[src/rtl/cond_unit.sv]
// ARM-style condition unit: stores NZCV and evaluates each instruction's
// condition field against it. It gates the commit strobes and keeps saturating debug counters.
module cond_unit #(
  parameter int CNT_W = 16
) (
  input  logic             clk,
  input  logic             reset,
  input  logic             Stall,
  input  logic [3:0]       Cond,
  input  logic [3:0]       ALUFlags,
  input  logic [1:0]       FlagW,
  input  logic             PCS,
  input  logic             RegW,
  input  logic             MemW,
  input  logic             NoWrite,
  output logic             CondEx,
  output logic             PCSrc,
  output logic             RegWrite,
  output logic             MemWrite,
  output logic [3:0]       Flags,
  output logic [CNT_W-1:0] ExecCnt,
  output logic [CNT_W-1:0] SquashCnt
);

  localparam logic [CNT_W-1:0] CNT_MAX = {CNT_W{1'b1}};

  logic [3:0]       flags_reg;
  logic [CNT_W-1:0] exec_reg, exec_next;
  logic [CNT_W-1:0] squash_reg, squash_next;
  logic             cond_ex;
  logic             advance;
  logic             commit;
  logic             n, z, c, v;

  assign {n, z, c, v} = flags_reg;

  // Evaluated against stored flags only, so an instruction never sees its own result
  always_comb begin
    cond_ex = 1'b0;
    case (Cond)
      4'b0000: cond_ex = z;
      4'b0001: cond_ex = ~z;
      4'b0010: cond_ex = c;
      4'b0011: cond_ex = ~c;
      4'b0100: cond_ex = n;
      4'b0101: cond_ex = ~n;
      4'b0110: cond_ex = v;
      4'b0111: cond_ex = ~v;
      4'b1000: cond_ex = c & ~z;
      4'b1001: cond_ex = ~c | z;
      4'b1010: cond_ex = (n == v);
      4'b1011: cond_ex = (n != v);
      4'b1100: cond_ex = ~z & (n == v);
      4'b1101: cond_ex = z | (n != v);
      4'b1110: cond_ex = 1'b1;
      default: cond_ex = 1'b0;
    endcase
  end

  assign advance = ~reset & ~Stall;
  assign commit  = advance & cond_ex;

  assign CondEx   = cond_ex;
  assign PCSrc    = PCS & commit;
  assign RegWrite = RegW & commit & ~NoWrite;
  assign MemWrite = MemW & commit;
  assign Flags    = flags_reg;

  // FlagW[0] owns {C,V}, FlagW[1] owns {N,Z}; each half only samples ALUFlags when enabled
  generate
    for (genvar gi = 0; gi < 2; gi++) begin : g_flag_half
      always_ff @(posedge clk) begin
        if (reset) begin
          flags_reg[2*gi+1:2*gi] <= 2'b00;
        end else if (commit && FlagW[gi]) begin
          flags_reg[2*gi+1:2*gi] <= ALUFlags[2*gi+1:2*gi];
        end
      end
    end
  endgenerate

  always_comb begin
    exec_next   = exec_reg;
    squash_next = squash_reg;
    if (cond_ex) begin
      if (exec_reg != CNT_MAX) exec_next = exec_reg + 1'b1;
    end else begin
      if (squash_reg != CNT_MAX) squash_next = squash_reg + 1'b1;
    end
  end

  always_ff @(posedge clk) begin
    if (reset) begin
      exec_reg   <= '0;
      squash_reg <= '0;
    end else if (advance) begin
      exec_reg   <= exec_next;
      squash_reg <= squash_next;
    end
  end

  assign ExecCnt   = exec_reg;
  assign SquashCnt = squash_reg;

endmodule

[config.mk]
export PLATFORM = sky130hd
export DESIGN_NAME = cond_unit
export DESIGN_NICKNAME = d
export VERILOG_FILES = /design/src/rtl/cond_unit.sv
export SDC_FILE = /design/constraint.sdc
export NUM_CORES = 1
export LEC_CHECK = 0
export ABC_AREA = 1
export CAP_MARGIN = 0
export CORE_AREA = 2 2 76 107
export DETAILED_ROUTE_END_ITERATION = 7
export DIE_AREA = 0 0 78 109
export GPL_ROUTABILITY_DRIVEN = 0
export PLACE_DENSITY = 0.57
export SYNTH_ARGS = -nofsm -noshare
export SYNTH_HDL_FRONTEND = slang
export SYNTH_SLANG_ARGS = --single-unit
[constraint.sdc]
create_clock -name clk -period 2.5 [get_ports clk]
set_input_delay 0.5 -clock clk [delete_from_list [all_inputs] [get_ports clk]]
set_output_delay 0.5 -clock clk [all_outputs]
set_load 0.02 [all_outputs]
Yosys cells after proc, flatten, opt, wreduce, memory -nomap -nowiden
Index checks and enable logic that the tools add are counted. Widths: inputs -> output; s select.

Muxes and demuxes: 1. Reductions and logical operators: 5. $add $sub $neg: 2. Equal/unequal tests: 18. Bitwise logic cells: 18.

Operators by type and width (count): $add 16x1->16 const B (2); $ne 16x16->1 const B (2); $eq 4x4->1 const B (7); $eq 4x3->1 const B (4); $pmux 1 s15 (1); $and 1x1->1 (8); $eq 4x2->1 const B (2); $not 1->1 (8); $reduce_and 3->1 (2); $eq 4x1->1 const B (1); $logic_not 4->1 (1); $logic_and 1x1->1 (2); $or 1x1->1 (2); $eq 1x1->1 (1); $ne 1x1->1 (1).

Input port bits: 17. Bits in registers: 36. Output and inout bits: 40. Logic and storage cells: 48.

Longest topological paths before layout
Depth after elaboration: 6. Gate-level depth with buffers: 14.

Least setup slack after synthesis
No wires, ideal clock.

Path kind: input -> output. From: input Cond[1]. To: output RegWrite. Slack: 178 ps. Buffers on the path: 2. Stages on the path: 9. Arrival time: 1822 ps. Cells stage by stage: buf_2 > nor2_1 > nand3_1 > nand2_1 > nor2_8 > nand2_4 > buf_6 > nand2_1 > nor3b_2.

Word-level cells in the longest chain between the ends: 5.

Ends and longest elaborated chain: from (decl) (RTL line 9) `input logic [3:0] Cond,`; $eq 4x4->1, or another cell as far along (RTL line 40) `case (Cond)`; $pmux 1 s15 (*) (RTL line 40); $and 1x1->1 (*) (RTL line 61) `assign commit = advance & cond_ex;`; $and 1x1->1 (*) (2 in a row) (RTL line 65) `assign RegWrite = RegW & commit & ~NoWrite;`; to (decl) (RTL line 18) `output logic RegWrite,`.

Mark *: on every way between the ends. The rest lies on a longest branch, timed or not.

Worst setup path after layout
From: input Cond[0]. To: output CondEx.

Word-level cells in the longest chain between the ends: 2.

Ends and longest elaborated chain: $eq 4x4->1, or another cell as far along (RTL line 40); $pmux 1 s15 (*) (RTL line 40); to (decl) (RTL line 16) `output logic CondEx,`.

Marks and branches as above.

==> impl_metrics.ini <==
[run_status]
outcome = finished clean

[worst_setup_path]
crit_buf_inv = 4
path_class = in -> out
cpMaxStageDelayCell = clkdlybuf4s15_1
crit_path_end_kind = primary output
r2r_end = ExecCnt[0]
cp_top_family = buffers and inverters
endpoint = CondEx
crit_path_start_kind = input pin
crit_path_start = Cond[0]
path_cells = clkdlybuf4s15_1 > buf_4 > nand3_1 > nand2_1 > nand2_1 > nand3_2 > nor2_8 > nand2_4 > buf_4 > clkdlybuf4s15_1
worstPathArrival_ps = 1910
max_stage_delay_ps = 290
cp.depth = 10
cp_max_fo = 6
rr_startpoint = Flags[3]
ff2ff_path_depth = 14
r2r_setup_slack_ps = 460
worst-endpoint-required_ps = 2000

[floorplan]
die_x_um = 78
rows = 38
core_um2 = 7610
die_area_um2 = 8500
initial_core_util_pct = 33.8
num_io_pins = 57
die_h_um = 109

[place]
place_area_um2 = 3270
place_hpwl_um = 5150
io_buffers = 56
pre_cts_ws_ps = -653

[timing]
period_needed_ps = 2410
max-slew-margin-rel_pct = 49.0
setup_viol = 0
tns_ps = 0
worstMarginPinSlew_ps = 765
slew_viol_final = 0
hold_ws_ps = 511
rsz0062_at_grt = no
fin_crit_sh_pct = 96.3
skew_ps = 6.60
hold_viol = 0
fmax_mhz = 415
layout_setup_ws_ps = 93.2

[drt]
avgRoutedWirePerCell_um = 11.8
drcViolationCount = 0
first_pass_iters = 4
vias = 2759
ant_nets = 0
viasPerCell = 4.74
drt_wl_total_um = 6860
drtIter0Drc = 155

[pwr]
peakVddDrop_uv = 206
sequentialPowerShare_pct = 46.6
p_total_mw = 1.27
p_sw_share_pct = 29.2
p_int_mw = 0.903
switchingPower_mw = 0.372
combPwrFrac_pct = 19.1
p_leak_nw = 1.39
p_per_area_nw_per_um2 = 380
clockPowerShare_pct = 34.4

[clock_network]
cts_root_buf = clkbuf_8
cts_buffer_depth = 2
clk_pin_slew_ps = 80
cts_setup_buffers = 0
cts_max_level = 2
clock_latency_ps = 290
numClockSinks = 36
cts_buffers = 5
cts_tree = yes
hold_buffers = 0

[flow_run]
drv_cap = 0

[global_routing]
grt-busiest-layer = met2
grt_use_met3_pct = 3.06
grt_pass1_wl_um = 11700
grt_max_degree = 37
grtUsageMet2_pct = 31.8
antenna_found_initial = 0
grt_usage_pct = 17.0
grt_pass1_vias = 2631
grt_use_met1_pct = 19.2
overflow = 0

[cells_and_area]
final_layout_size_suffix_gt1_share_pct = 12.2
design_area_um2 = 3350
nNetsFinal = 500
fillers = 835
antenna_cells = 0
area_growth_pct = 30.4

[logic_synthesis]
yosys-top-cells-area = dfxtp_1 (28%), nand2_1 (14%), nor2_1 (13%)
avgSynthCellArea_um2 = 6.16
netlist_instances = 417
yosys_warnings = 0
synth_cell_types = 33
seq_area_frac_synth_pct = 28.0
yosys.area.top_type = dfxtp_1
syn_area_um2 = 2570
synth_top_area_share_pct = 28.0
synth_nets = 436
ys_ff_latch = 36

[min_path]
hold_class = reg -> reg
-- worst min path at each step --
stage	startpoint	endpoint	slack, ps	cells past startpoint
finish	ExecCnt[1]	ExecCnt[1]	510	2
global route	ExecCnt[1]	ExecCnt[1]	540	2
CTS	ExecCnt[1]	ExecCnt[1]	510	2
floorplan	ExecCnt[1]	ExecCnt[1]	560	2
global placement	ExecCnt[1]	ExecCnt[1]	500	2
detailed placement	ExecCnt[1]	ExecCnt[1]	500	2
-- cell usage in the layout (no fill, tap or decap) --
| cell | instances |
|---|---|
| nand4_1 | 32 |
| clkdlybuf4s15_1 | 2 |
| clkbuf_2 | 2 |
| clkbuf_8 | 6 |
| o21ai_1 | 2 |
| nor3_1 | 3 |
| nor2_1 | 86 |
| nor2_8 | 2 |
| a21oi_2 | 9 |
| a31oi_1 | 1 |
| buf_2 | 2 |
| inv_2 | 1 |
| clkinv_1 | 2 |
| and2_1 | 1 |
| nor3b_2 | 1 |
| clkbuf_1 | 2 |
| dlygate4sd2_1 | 1 |
| nor3_2 | 1 |
| nor2_4 | 1 |
| dfxtp_1 | 36 |
| nand4_2 | 1 |
| a21boi_0 | 1 |
| o21bai_1 | 2 |
| nand3_4 | 1 |
| xor2_1 | 5 |
| clkdlybuf4s50_1 | 48 |
| nor2_2 | 3 |
| nand3_2 | 2 |
| ha_1 | 2 |
| nand3b_1 | 1 |
| nand2_1 | 96 |
| inv_1 | 60 |
| nand2_4 | 3 |
| o21ai_0 | 8 |
| nand3_1 | 30 |
| buf_4 | 14 |
| xnor2_1 | 2 |
| nand2_2 | 10 |
-- sequential cells by signal (all words and copies together), names as in the netlist --
| signal | count |
|---|---|
| Flags | 4 |
| ExecCnt | 16 |
| SquashCnt | 16 |
-- final cells by class --
cell class	instances	area [µm²]	share of cell area [%]
Timing Repair Buffer	69	634	18.9
Sequential cell	36	721	21.5
Multi-Input combinational cell	306	1550	46.1
Tap cell	100	125	3.73
Clock buffer	8	90.1	2.69
Inverter	63	236	7.05
-- kinds of logic (layout without fill, tap and decap cells) --
group                      Yosys count  after routing  share of synthesized area (%)
and+or+nand+nor                    274            274                           50.1
buffers and inverters               75            140                           12.3
DFF                                 36             36                           28.0
AOI/OAI and AO/OA                   23             23                           6.13
xor gates and xnor gates             7              7                           2.39
adders and majority gates            2              2                          0.974
-- worst min-delay path, stage by stage (launching register included) --
cell and delay [ps]:
dfxtp_1 350, nand2_2 80, a21oi_2 40
-- per-layer routing --
layer	vias to the layer above	share of wire, %
met2	67	51
met4	0	2.1
met5	-	0
met1	1240	42
met3	10	4.4
li1	1442	-
-- synthesized netlist by cell type --
master / number
o21bai_1: 2
nor2_2: 3
nand3_1: 30
inv_2: 1
buf_12: 1
nand3_2: 2
nor3b_2: 1
nand2_4: 3
clkinv_1: 2
nand2_1: 96
nor2_8: 2
ha_1: 2
nand3_4: 1
nand4_2: 1
buf_1: 1
nand4_1: 32
inv_1: 60
nand3b_1: 1
dfxtp_1: 36
a21oi_2: 9
a21boi_0: 1
xnor2_1: 2
nor3_1: 4
clkbuf_1: 5
and2_1: 1
nor2_1: 87
xor2_1: 5
a31oi_1: 1
o21ai_1: 2
buf_2: 3
buf_6: 2
nand2_2: 10
o21ai_0: 8
-- power by group through the flow --
stage          logic (mW)  clock network, mW  registers, mW
2_1_floorplan       0.146                  0          0.615
3_3_place_gp        0.247                  0          0.607
3_5_place_dp        0.248                  0          0.607
4_1_cts             0.246              0.453          0.593
5_1_grt             0.267              0.483          0.595
6_report            0.243              0.438          0.593
-- what timing repair did --
item                       4_1_cts  5_1_grt
resized for setup               22        5
pin swaps                        1        0
setup endpoints to repair        4        4
-- through the flow --
step / cells / util, %
4_1_cts: 582 / 44.1
3_3_place_gp: 574 / 43.0
6_report: 582 / 44.1
2_1_floorplan: 417 / -
5_1_grt: 582 / 44.1
3_5_place_dp: 574 / 43.0
Note: power is estimated with default switching activity, not from simulation.
